**src/rtl/ats21_cmd_issuer_if.sv**
```systemverilog
// ats21_cmd_issuer_if: client command, core request/status and response bundle
interface ats21_cmd_issuer_if #(parameter int CNT_W = 8);
    logic             cmd_valid_a, cmd_ready_a, cmd_valid_b, cmd_ready_b;
    logic [31:0]      cmd_a, cmd_b;
    logic             req;
    logic [15:0]      ctrlA, ctrlB;
    logic [1:0]       stat;
    logic             rsp_valid_a, rsp_ack_a, rsp_valid_b, rsp_ack_b, busy;
    logic [CNT_W-1:0] nack_cnt_a, nack_cnt_b;
    modport master (
        output cmd_valid_a, cmd_a, cmd_valid_b, cmd_b, stat,
        input  cmd_ready_a, cmd_ready_b, req, ctrlA, ctrlB, rsp_valid_a, rsp_ack_a,
               rsp_valid_b, rsp_ack_b, busy, nack_cnt_a, nack_cnt_b
    );
    modport slave (
        input  cmd_valid_a, cmd_a, cmd_valid_b, cmd_b, stat,
        output cmd_ready_a, cmd_ready_b, req, ctrlA, ctrlB, rsp_valid_a, rsp_ack_a,
               rsp_valid_b, rsp_ack_b, busy, nack_cnt_a, nack_cnt_b
    );
endinterface

```
**src/rtl/ats21_cmd_issuer.sv**
```systemverilog
// ats21_cmd_issuer: two-client FIFO front-end serialising 32-bit commands onto the
// ATS21 core's 16-bit lanes and returning ack/nack responses with nack counters.
module ats21_cmd_issuer #(
    parameter int FIFO_DEPTH = 4,
    parameter int STAT_LAT   = 2,
    parameter int CNT_W      = 8
) (
    input logic clk,
    input logic reset,
    ats21_cmd_issuer_if.slave bus
);
    localparam int AW = $clog2(FIFO_DEPTH);
    typedef enum logic [2:0] {IDLE, TOP, BOT, WAIT, RESP} state_t;
    state_t           state, state_n;
    logic [3:0]       wcnt;
    logic             rdy_en, req_d;
    logic [1:0]       valid_in, ready, empty, full, push, pop, lane_vld, live, rv_d, ack_d;
    logic [31:0]      din [2];
    logic [31:0]      dout [2];
    logic [31:0]      issue [2];
    logic [15:0]      ctrl_d [2];
    logic [CNT_W-1:0] cnt [2];
    logic [CNT_W-1:0] cnt_d [2];

    assign valid_in        = {bus.cmd_valid_b, bus.cmd_valid_a};
    assign din[0]          = bus.cmd_a;
    assign din[1]          = bus.cmd_b;
    assign bus.cmd_ready_a = ready[0];
    assign bus.cmd_ready_b = ready[1];
    assign bus.nack_cnt_a  = cnt[0];
    assign bus.nack_cnt_b  = cnt[1];

    // Pointers carry an extra wrap bit so full and empty are distinguishable
    for (genvar g = 0; g < 2; g++) begin : g_lane
        logic [31:0] mem [FIFO_DEPTH];
        logic [AW:0] wp, rp;
        assign empty[g]    = wp == rp;
        assign full[g]     = (wp[AW] != rp[AW]) && (wp[AW-1:0] == rp[AW-1:0]);
        assign ready[g]    = rdy_en && !full[g];
        assign push[g]     = valid_in[g] && ready[g];
        assign pop[g]      = state == IDLE && !empty[g];
        assign dout[g]     = mem[rp[AW-1:0]];
        assign live[g]     = lane_vld[g] && |issue[g][31:29];
        always_ff @(posedge clk or negedge reset)
            if (!reset) begin
                wp <= '0;
                rp <= '0;
            end else begin
                if (push[g]) wp <= wp + 1'b1;
                if (pop[g]) rp <= rp + 1'b1;
            end
        always_ff @(posedge clk)
            if (push[g]) mem[wp[AW-1:0]] <= din[g];
    end

    always_ff @(posedge clk or negedge reset)
        if (!reset) begin
            state    <= IDLE;
            wcnt     <= '0;
            rdy_en   <= 1'b0;
            lane_vld <= '0;
            issue[0] <= '0;
            issue[1] <= '0;
        end else begin
            state  <= state_n;
            wcnt   <= state == WAIT ? wcnt + 4'd1 : 4'd0;
            rdy_en <= 1'b1;
            if (state == IDLE) begin
                lane_vld <= ~empty;
                issue[0] <= dout[0];
                issue[1] <= dout[1];
            end
        end

    always_comb
        state_n = state == IDLE ? (&empty ? IDLE : TOP) :
                  state == TOP  ? BOT :
                  state == BOT  ? WAIT :
                  state == WAIT ? (wcnt == 4'(STAT_LAT - 1) ? RESP : WAIT) : IDLE;

    // Opcode-000 commands keep their lane quiet and are acked without consulting stat
    always_comb begin
        req_d = state == TOP || state == BOT;
        for (int i = 0; i < 2; i++) begin
            ctrl_d[i] = !(req_d && live[i]) ? 16'h0000 :
                        state == TOP ? issue[i][31:16] : issue[i][15:0];
            rv_d[i]   = state == RESP && lane_vld[i];
            ack_d[i]  = rv_d[i] && (!live[i] || bus.stat[i]);
            cnt_d[i]  = rv_d[i] && !ack_d[i] && cnt[i] != '1 ? cnt[i] + 1'b1 : cnt[i];
        end
    end

    always_ff @(posedge clk or negedge reset)
        if (!reset) begin
            bus.req         <= 1'b0;
            bus.ctrlA       <= '0;
            bus.ctrlB       <= '0;
            bus.rsp_valid_a <= 1'b0;
            bus.rsp_valid_b <= 1'b0;
            bus.rsp_ack_a   <= 1'b0;
            bus.rsp_ack_b   <= 1'b0;
            bus.busy        <= 1'b0;
            cnt[0]          <= '0;
            cnt[1]          <= '0;
        end else begin
            bus.req         <= req_d;
            bus.ctrlA       <= ctrl_d[0];
            bus.ctrlB       <= ctrl_d[1];
            bus.rsp_valid_a <= rv_d[0];
            bus.rsp_valid_b <= rv_d[1];
            bus.rsp_ack_a   <= ack_d[0];
            bus.rsp_ack_b   <= ack_d[1];
            bus.busy        <= state_n != IDLE;
            cnt[0]          <= cnt_d[0];
            cnt[1]          <= cnt_d[1];
        end
endmodule

```
**src/flat_wrapper.sv**
```systemverilog
// flat-port wrapper written by rule: the top's interface ports become plain ports
module ats21_cmd_issuer_flat 
#(
    parameter int FIFO_DEPTH = 4,
    parameter int STAT_LAT   = 2,
    parameter int CNT_W      = 8
)
  (clk, reset, bus_cmd_valid_a, bus_cmd_a, bus_cmd_valid_b, bus_cmd_b, bus_stat, bus_cmd_ready_a, bus_cmd_ready_b, bus_req, bus_ctrlA, bus_ctrlB, bus_rsp_valid_a, bus_rsp_ack_a, bus_rsp_valid_b, bus_rsp_ack_b, bus_busy, bus_nack_cnt_a, bus_nack_cnt_b);
  ats21_cmd_issuer_if #(.CNT_W(CNT_W)) bus_i ();
  input logic clk;
  input logic reset;
  input wire logic [$bits(bus_i.cmd_valid_a)-1:0] bus_cmd_valid_a;
  input wire logic [$bits(bus_i.cmd_a)-1:0] bus_cmd_a;
  input wire logic [$bits(bus_i.cmd_valid_b)-1:0] bus_cmd_valid_b;
  input wire logic [$bits(bus_i.cmd_b)-1:0] bus_cmd_b;
  input wire logic [$bits(bus_i.stat)-1:0] bus_stat;
  output wire logic [$bits(bus_i.cmd_ready_a)-1:0] bus_cmd_ready_a;
  output wire logic [$bits(bus_i.cmd_ready_b)-1:0] bus_cmd_ready_b;
  output wire logic [$bits(bus_i.req)-1:0] bus_req;
  output wire logic [$bits(bus_i.ctrlA)-1:0] bus_ctrlA;
  output wire logic [$bits(bus_i.ctrlB)-1:0] bus_ctrlB;
  output wire logic [$bits(bus_i.rsp_valid_a)-1:0] bus_rsp_valid_a;
  output wire logic [$bits(bus_i.rsp_ack_a)-1:0] bus_rsp_ack_a;
  output wire logic [$bits(bus_i.rsp_valid_b)-1:0] bus_rsp_valid_b;
  output wire logic [$bits(bus_i.rsp_ack_b)-1:0] bus_rsp_ack_b;
  output wire logic [$bits(bus_i.busy)-1:0] bus_busy;
  output wire logic [$bits(bus_i.nack_cnt_a)-1:0] bus_nack_cnt_a;
  output wire logic [$bits(bus_i.nack_cnt_b)-1:0] bus_nack_cnt_b;
  assign bus_i.cmd_valid_a = bus_cmd_valid_a;
  assign bus_i.cmd_a = bus_cmd_a;
  assign bus_i.cmd_valid_b = bus_cmd_valid_b;
  assign bus_i.cmd_b = bus_cmd_b;
  assign bus_i.stat = bus_stat;
  assign bus_cmd_ready_a = bus_i.cmd_ready_a;
  assign bus_cmd_ready_b = bus_i.cmd_ready_b;
  assign bus_req = bus_i.req;
  assign bus_ctrlA = bus_i.ctrlA;
  assign bus_ctrlB = bus_i.ctrlB;
  assign bus_rsp_valid_a = bus_i.rsp_valid_a;
  assign bus_rsp_ack_a = bus_i.rsp_ack_a;
  assign bus_rsp_valid_b = bus_i.rsp_valid_b;
  assign bus_rsp_ack_b = bus_i.rsp_ack_b;
  assign bus_busy = bus_i.busy;
  assign bus_nack_cnt_a = bus_i.nack_cnt_a;
  assign bus_nack_cnt_b = bus_i.nack_cnt_b;
  ats21_cmd_issuer #(.FIFO_DEPTH(FIFO_DEPTH), .STAT_LAT(STAT_LAT), .CNT_W(CNT_W)) u_core (.clk(clk), .reset(reset), .bus(bus_i));
endmodule
```
**config.mk**
```make
export PLATFORM = sky130hd
export DESIGN_NAME = ats21_cmd_issuer_flat
export DESIGN_NICKNAME = d
export VERILOG_FILES = /design/src/rtl/ats21_cmd_issuer_if.sv /design/src/rtl/ats21_cmd_issuer.sv /design/src/flat_wrapper.sv
export SDC_FILE = /design/constraint.sdc
export NUM_CORES = 1
export LEC_CHECK = 0
export CAP_MARGIN = 40
export CORE_UTILIZATION = 55
export CTS_CLUSTER_DIAMETER = 100
export DETAILED_ROUTE_END_ITERATION = 12
export PLACE_DENSITY = 0.75
export SETUP_SLACK_MARGIN = 0.05
export SLEW_MARGIN = 20
export SYNTH_ARGS = -nofsm -noshare
export SYNTH_HDL_FRONTEND = slang
export SYNTH_SLANG_ARGS = --single-unit
```
**constraint.sdc**
```tcl
create_clock -name clk -period 3.1 [get_ports clk]
set_clock_uncertainty 0.15 [all_clocks]
set_input_delay 0.62 -clock clk [delete_from_list [all_inputs] [get_ports clk]]
set_output_delay 0.62 -clock clk [all_outputs]
set_load 0.1 [all_outputs]
```
-- Word-level counts from Yosys, hierarchy flattened
Memories as Yosys holds them, arrays and structs flattened. A register that Yosys moved wholly into a read port is not among the register bits.
Index checks and enable logic that the tools add are counted.
- flip-flop bits (word level): 76
- RAM bits: 256
- input port bits: 70
- memories: 2
- memory list (name ; depth ; width ; read ports ; clocked after Yosys merged registers in ; wr ports ; RTL line ; RTL):
    u_core.g_lane[0].mem ; 4 ; 32 ; 1 ; 1 ; 1 ; ats21_cmd_issuer.sv:35 ; logic [31:0] mem [FIFO_DEPTH];
    u_core.g_lane[1].mem ; 4 ; 32 ; 1 ; 1 ; 1 ; ats21_cmd_issuer.sv:35 ;
- $add $sub $neg: 7
- equal/unequal tests: 13
- mux-type cells: 15
- bitwise gates (word level): 1
- reduce and logical (&&, ||, !) cells: 38
- operators with widths (cell ; number):
    16-bit 2-to-1 mux ; 4
    1-bit logical AND ; 20
    8-bit by 1-bit adder with 8-bit output (second input constant) ; 2
    8-bit inequality test (second input constant) ; 2
    3-bit 2-to-1 mux ; 5
    3-bit by 1-bit adder with 3-bit output (second input constant) ; 4
    1-bit logical NOT ; 10
    3-bit by 2-bit equality test with 1-bit output (second input constant) ; 2
    3-bit equality test ; 2
    3-bit OR reduction ; 2
    1-bit 2-to-1 mux ; 5
    4-bit by 1-bit adder with 4-bit output (second input constant) ; 1
    2-bit equality test ; 2
    4-bit by 1-bit equality test with 1-bit output (second input constant) ; 1
    4-bit 2-to-1 mux ; 1
    3-bit by 1-bit equality test with 1-bit output (second input constant) ; 1
    3-bit equality test (second input constant) ; 1
    3-bit logical NOT ; 1
    1-bit logical OR ; 3
    3-bit nonzero test ; 1
    1-bit inequality test ; 2
    2-bit NOT ; 1
    2-bit AND reduction ; 1

-- Logic depth before layout (Yosys ltp)
- depth after elaboration: 8
- mapped depth: 7
- mapped depth without buffers: 5

-- Least setup slack after synthesis
Ideal clock, no wire load.
- path kind: register to register
- start: reg u_core.g_lane[0].rp[1]
- end: mem u_core.g_lane[0].mem[0][0], enable pin
- setup time: 0.392 ns
- arrival: 2.569 ns
- path slack: -0.011 ns
- stages on the path, launching flop included: 6
- clock period less this slack: 3.111 ns
- cell sequence: dfrtp_1 -> clkbuf_1 -> xnor2_1 -> nand3b_1 -> and2_1 -> and3_1
- longest elaborated chain between the ends: 7
- ends and longest elaborated chain (element ; RTL line ; RTL):
    start: declaration ; ats21_cmd_issuer.sv:36 ; logic [AW:0] wp, rp;
    start signal: assignment ; ats21_cmd_issuer.sv:50 ; if (pop[g]) rp <= rp + 1'b1;
    2-bit equality test ; ats21_cmd_issuer.sv:38 ; assign full[g] = (wp[AW] != rp[AW]) && (wp[AW-1:0] == rp[AW-1:0]);
    1-bit logical AND ; ats21_cmd_issuer.sv:38 ;
    1-bit logical NOT ; ats21_cmd_issuer.sv:39 ; assign ready[g] = rdy_en && !full[g];
    1-bit logical AND ; ats21_cmd_issuer.sv:39 ;
    via bus_cmd_ready_a ; flat_wrapper.sv:17 ; output wire logic [$bits(bus_i.cmd_ready_a)-1:0] bus_cmd_ready_a;
    1-bit logical AND ; ats21_cmd_issuer.sv:40 ; assign push[g] = valid_in[g] && ready[g];
    1-bit 2-to-1 mux ; ats21_cmd_issuer.sv:53 ; if (push[g]) mem[wp[AW-1:0]] <= din[g];
    1-bit 2-to-1 mux (not written as such) ; ats21_cmd_issuer.sv:53 ;
    end: declaration ; ats21_cmd_issuer.sv:35 ;
The timed path passes the listed nets, and every way through them passes these cells.

-- Worst setup path after layout
- start: reg u_core.g_lane[1].wp[0]
- end: out bus_cmd_ready_b
- longest elaborated chain between the ends: 4
- ends and longest elaborated chain (element ; RTL line ; RTL):
    start: declaration ; ats21_cmd_issuer.sv:36 ;
    start signal: assignment ; ats21_cmd_issuer.sv:49 ; if (push[g]) wp <= wp + 1'b1;
    2-bit equality test ; ats21_cmd_issuer.sv:38 ;
    1-bit logical AND ; ats21_cmd_issuer.sv:38 ;
    1-bit logical NOT ; ats21_cmd_issuer.sv:39 ;
    1-bit logical AND ; ats21_cmd_issuer.sv:39 ;
    end: declaration ; flat_wrapper.sv:18 ; output wire logic [$bits(bus_i.cmd_ready_b)-1:0] bus_cmd_ready_b;
Every way passes these cells.

==> metrics <==
status=finished, violations left; failing checks=design-rule violations; FMAX=386.2 MHz; combinational group share of total power=0.322; critical path capture point=bus_cmd_ready_b; Power Dens Cells=989.6 nW/um^2; Synth top cells by count=edfxtp_1, dfrtp_1, nand2_1; CP Capture Type=output port; initial core utilization=0.5586; FF-to-FF Start=u_core.g_lane[1].rp[2]; Net Sw Frac=0.3363; Fin Setup TNS=0 ps; HP Class=reg2reg; Synth Register Bits=396; vias in the first global route=7785; critical path type=reg2out; via count=7475; Async S/R FF share, synth=0.3535; Internal=11.80 mW; CTS sink cnt=396; Routed Wire Length=27810 um; H-tree Lvls=2; post-synthesis xor/xnor area fraction=0.01634; PortBufs=125; syn avg cell area=18.60 sq um; fin nets=1042; final setup vio count=0; via/cell ratio=5.612; crit path max fanout=5; core area=26880 sq um; Synth Warn #=0; R2R setup slack=860 ps; Slew headroom=0.4869; Synth Instances=807; unrepaired setup endpoints after global routing=false; count leader, synth=edfxtp_1; crit path from=u_core.g_lane[1].wp[0]; adder-cell share of the synthesized area=0.01167; Post-CTS Resized=0; clock network power share=0.260; Antenna Nets Post-Route=0; largest net degree at the start of global routing=51; area growth from synthesis to layout=19.65%; peak supply drop=0.6933 mV; top-area cell type share of the netlist area=0.5121; final hold violations=0; CP arrival=1820 ps; Worst Reg2Reg Path Length in Cells=5; CTS tree=yes; Leak=6.679 nW; die area=27960 sq um; Avg WL per Cell=20.88 um; Synth Flop Type=edfxtp_1; post-synthesis sequential area ratio=0.7455; Final Hold Slack=348.6 ps; complex-gate fraction of the synthesized area=0.01675; initial drt markers=546; Row Count=60; Net Switching=5.978 mW; hpwl dp=16720 um; Tot GR Track Use=0.2078; Crit path required time=2330 ps; Critical R2R Capture=u_core.g_lane[1].mem[0][23]; Synth area leader=edfxtp_1; Reg power frac=0.418; fin crit period=2590 ps; EDFF count, synth=256; Overflow after GRT=0; critical-path cell list=xnor2_1, nand3b_1, and2_1, buf_12; Initial DRT Pass Iterations=9; CP max stage cell=dfrtp_1; Max-Cap Viols=0; Synth Net Count=891; CTS max path bufs=3; Die Width=167.2 um; ranking of synthesized cells by area=edfxtp_1, dfrtp_1, mux4_2, mux2_2, nand2_1; clk_lat worst skew=520 ps; residual DRC count=1; post-synthesis cell type count=41; CP startpoint kind=flip-flop; Synth Area in Simple Gates=0.04634; first-pass GRT wire length=44140 um; GP Congestion=0.8105; Cell Area, Synth=15010 sq um; post-route clock period utilization=0.8354; initial antenna violation count=3; Reg clk slew, reported paths=60 ps; Worst Tran Pin Value=769.6 ps; clock root cell=clkbuf_16; CP max stage delay=450 ps; Num CTS Buffers=39; max-slew violations=0; IO Pins=126; largest family of logic cells by synthesized area=multiplexers; post-synthesis mux area share=0.1488; ratio of cells with drive above 1 in the final layout=0.2905; Die Y-Extent=167.2 um
## critical path, delay by kind of cell (launching register included)
kind,cells,cell delay [ps]
xor+xnor,1,250
buf+inv,1,190
flops,1,450
simple gates,2,430
## flip-flops by register name, indices dropped and copies added (netlist names), 2 cells and up
name / flops
u_core.bus.ctrlA: 16
u_core.lane_vld: 2
u_core.g_lane.wp: 6
u_core.wcnt: 4
u_core.bus.nack_cnt_b: 8
u_core.issue: 64
u_core.g_lane.rp: 6
u_core.g_lane.mem: 256
u_core.bus.ctrlB: 16
u_core.state: 3
u_core.bus.nack_cnt_a: 8
## power groups by stage
stage	clock [mW]	sequential, mW	combinational, mW
6_report	4.63	7.43	5.72
5_1_grt	4.89	7.55	6.11
4_1_cts	4.69	7.44	5.76
3_5_place_dp	0	7.52	5.73
3_3_place_gp	0	7.48	5.63
2_1_floorplan	0	8.71	3.00
## metrics by stage
stage	util	total power, mW	std cells	worst slack (ps)	instance area, sq um
CTS	0.6670	17.89	1328	481.9	17930
global placement	0.6191	13.11	1256	721.6	16640
floorplan	-	11.71	807	297.0	15020
finish	0.6683	17.78	1332	510.4	17960
global route	0.6683	18.55	1332	438.6	17960
detailed placement	0.6191	13.25	1256	720.6	16640
## logic make-up after synthesis
kind of cell | after synthesis
flip-flops | 396
adder cells (fa/ha/maj) | 14
AND/OR/NAND/NOR | 140
XOR/XNOR | 28
multiplexers | 134
other | 1
AO/OA/AOI/OAI | 45
buffers and inverters | 49
## what timing repair did
action / 4_1_cts / 5_1_grt
endpoints found under the hold margin: 46 / 0
hold buffers: 1 / 0
endpoints found under the setup margin: 0 / 0
setup buffers: 0 / 0
## cell usage in the layout, fill, tap and decap left out, types with 18 or more instances in the layout
master,instances
edfxtp_1,256
dfrtp_1,138
nand2_1,73
buf_4,70
mux2_2,68
clkdlybuf4s50_1,68
mux4_2,64
clkbuf_16,41
a21oi_1,35
xnor2_1,27
nand3_1,18
## worst min path at each step
| stage | cells after the start | startpoint | slack [ps] | end |
|---|---|---|---|---|
| 4_1_cts | 1 | u_core.bus.nack_cnt_b[6] | 350 | u_core.bus.nack_cnt_b[6] |
| 3_3_place_gp | 1 | u_core.wcnt[0] | 330 | u_core.wcnt[0] |
| 2_1_floorplan | 0 | reset | 170 | u_core.bus.busy |
| 5_1_grt | 1 | u_core.g_lane[1].rp[2] | 370 | u_core.g_lane[1].rp[2] |
| 6_report | 1 | u_core.g_lane[0].rp[2] | 350 | u_core.g_lane[0].rp[2] |
| 3_5_place_dp | 1 | u_core.g_lane[1].rp[2] | 340 | u_core.g_lane[1].rp[2] |
## cell type report
| class | count | area (sq um) |
|---|---|---|
| Clock inverter | 11 | 101.3 |
| Multi-Input combinational cell | 362 | 3620 |
| Fill cell | 1786 | 8914 |
| Clock buffer | 60 | 1177 |
| Antenna cell | 3 | 7.507 |
| Inverter | 11 | 41.29 |
| Timing Repair Buffer | 148 | 1395 |
| Sequential cell | 396 | 11190 |
| Tap cell | 341 | 426.7 |
## routing by layer
metal  part of all wire  global-route usage  wire length (um)
met4              0.027             0.07300               747
met5                  0                   0                 0
met1               0.44              0.2972             12250
met3              0.048             0.03096              1342
met2               0.48              0.3315             13470
Note: power is estimated with default switching activity, not from simulation.
==> RTL edit (config.mk and constraints unchanged) <==
Encoding of `state_t`: now one-hot (5 bits for 5 states).
--- a/src/rtl/ats21_cmd_issuer.sv
+++ b/src/rtl/ats21_cmd_issuer.sv
@@ -10,7 +10,7 @@
     ats21_cmd_issuer_if.slave bus
 );
     localparam int AW = $clog2(FIFO_DEPTH);
-    typedef enum logic [2:0] {IDLE, TOP, BOT, WAIT, RESP} state_t;
+    typedef enum logic [4:0] {IDLE = 5'b00001, TOP = 5'b00010, BOT = 5'b00100, WAIT = 5'b01000, RESP = 5'b10000} state_t;
     state_t           state, state_n;
     logic [3:0]       wcnt;
     logic             rdy_en, req_d;
Check against the original RTL: same outputs for any inputs over 10 cycles, from zero or initial values and one cycle with reset low; not proved beyond that.
==> RTL edit against the original RTL <==
Clock power is 2% lower; sequential cell count rose by 2; final area up 0.82%; wire length up 1.2%; power shrank 1.5%; synthesized area grew 1.4%; setup slack got worse by 0.20 ns.
==> RTL edit: results (changes against the original RTL) <==
outcome: "complete, no violations"
worstReg2RegStart: "u_core.g_lane[1].wp[0]$_DFFE_PN0N_"
wl_met3_mm: 1.265  # -5.7%
first_pass_iters: 4  # -5
fin_nets: 1041  # -0.096%
synthMuxAreaShare_pct: 14.65  # -0.23 points
worst_slew_pin_slew_ns: 0.7815  # +0.01191 ns
met2_length_mm: 13.70  # +1.7%
grt_util_met1_pct: 30.03  # +0.30 points
vias: 7469  # -0.080%
async_flop_share_pct: 35.68  # +0.32 points
drt_iter0_markers: 459  # -16%
grt_pass1_vias: 7856  # +0.91%
nFillCells: 1766  # -1.1%
netlist_instances: 805  # -0.25%
synth_fa_ha_area_share_pct: 1.151  # -0.016 points
drive_gt1_share_pct: 26.27  # -2.8 points
finalNonFillerCells: 1327  # -0.38%
whs_ns: 0.3415  # -0.007080 ns
yosysSeqAreaShare_pct: 73.85  # -0.69 points
placed_area_sq_um: 16850  # +1.2%
grt_max_degree: 67  # +31%
power_leakage_uw: 0.006779  # +1.5%
r2r-end: "u_core.g_lane[1].mem[1][22]$_DFFE_PP_"
ir_worst_vdd_v: 0.0004955  # -29%
antenna_found_initial: 0  # -3
dp_slack_ns: 0.6785  # -0.04206 ns
==> RTL edit: changes by cell type after synthesis, sizes merged, moves of 3 or more <==
cell / delta
xor2: +9
and3: +5
clkbuf: -11
nor2: -4
nand3: -7
xnor2: -6
a21oi: -3
o21a: -3
or3: -3
buf: +7
nand4: +4
or3b: +4
==> RTL edit: critical path: stages, from the launching register on <==
cell and delay [ns]:
dfrtp_1 0.40, xor2_1 0.27, or3b_1 0.42, and2_1 0.24, buf_12 0.18
==> RTL edit: layout make-up <==
class | count | area [sq um] | area share (%)
multi-input combinational | 362 | 3724 | 20.56
tap | 341 | 426.7 | 2.356
timing repair buffer | 145 | 1420 | 7.842
inverter | 11 | 41.29 | 0.2280
sequential | 398 | 11240 | 62.09
clock inverter | 14 | 118.9 | 0.6564
clock buffer | 56 | 1134 | 6.260
==> RTL edit: report_power, final <==
| part | switching, uW | internal [uW] |
|---|---|---|
| sequential | 559 | 6820 |
| clock | 1830 | 2710 |
| combinational | 3350 | 2250 |
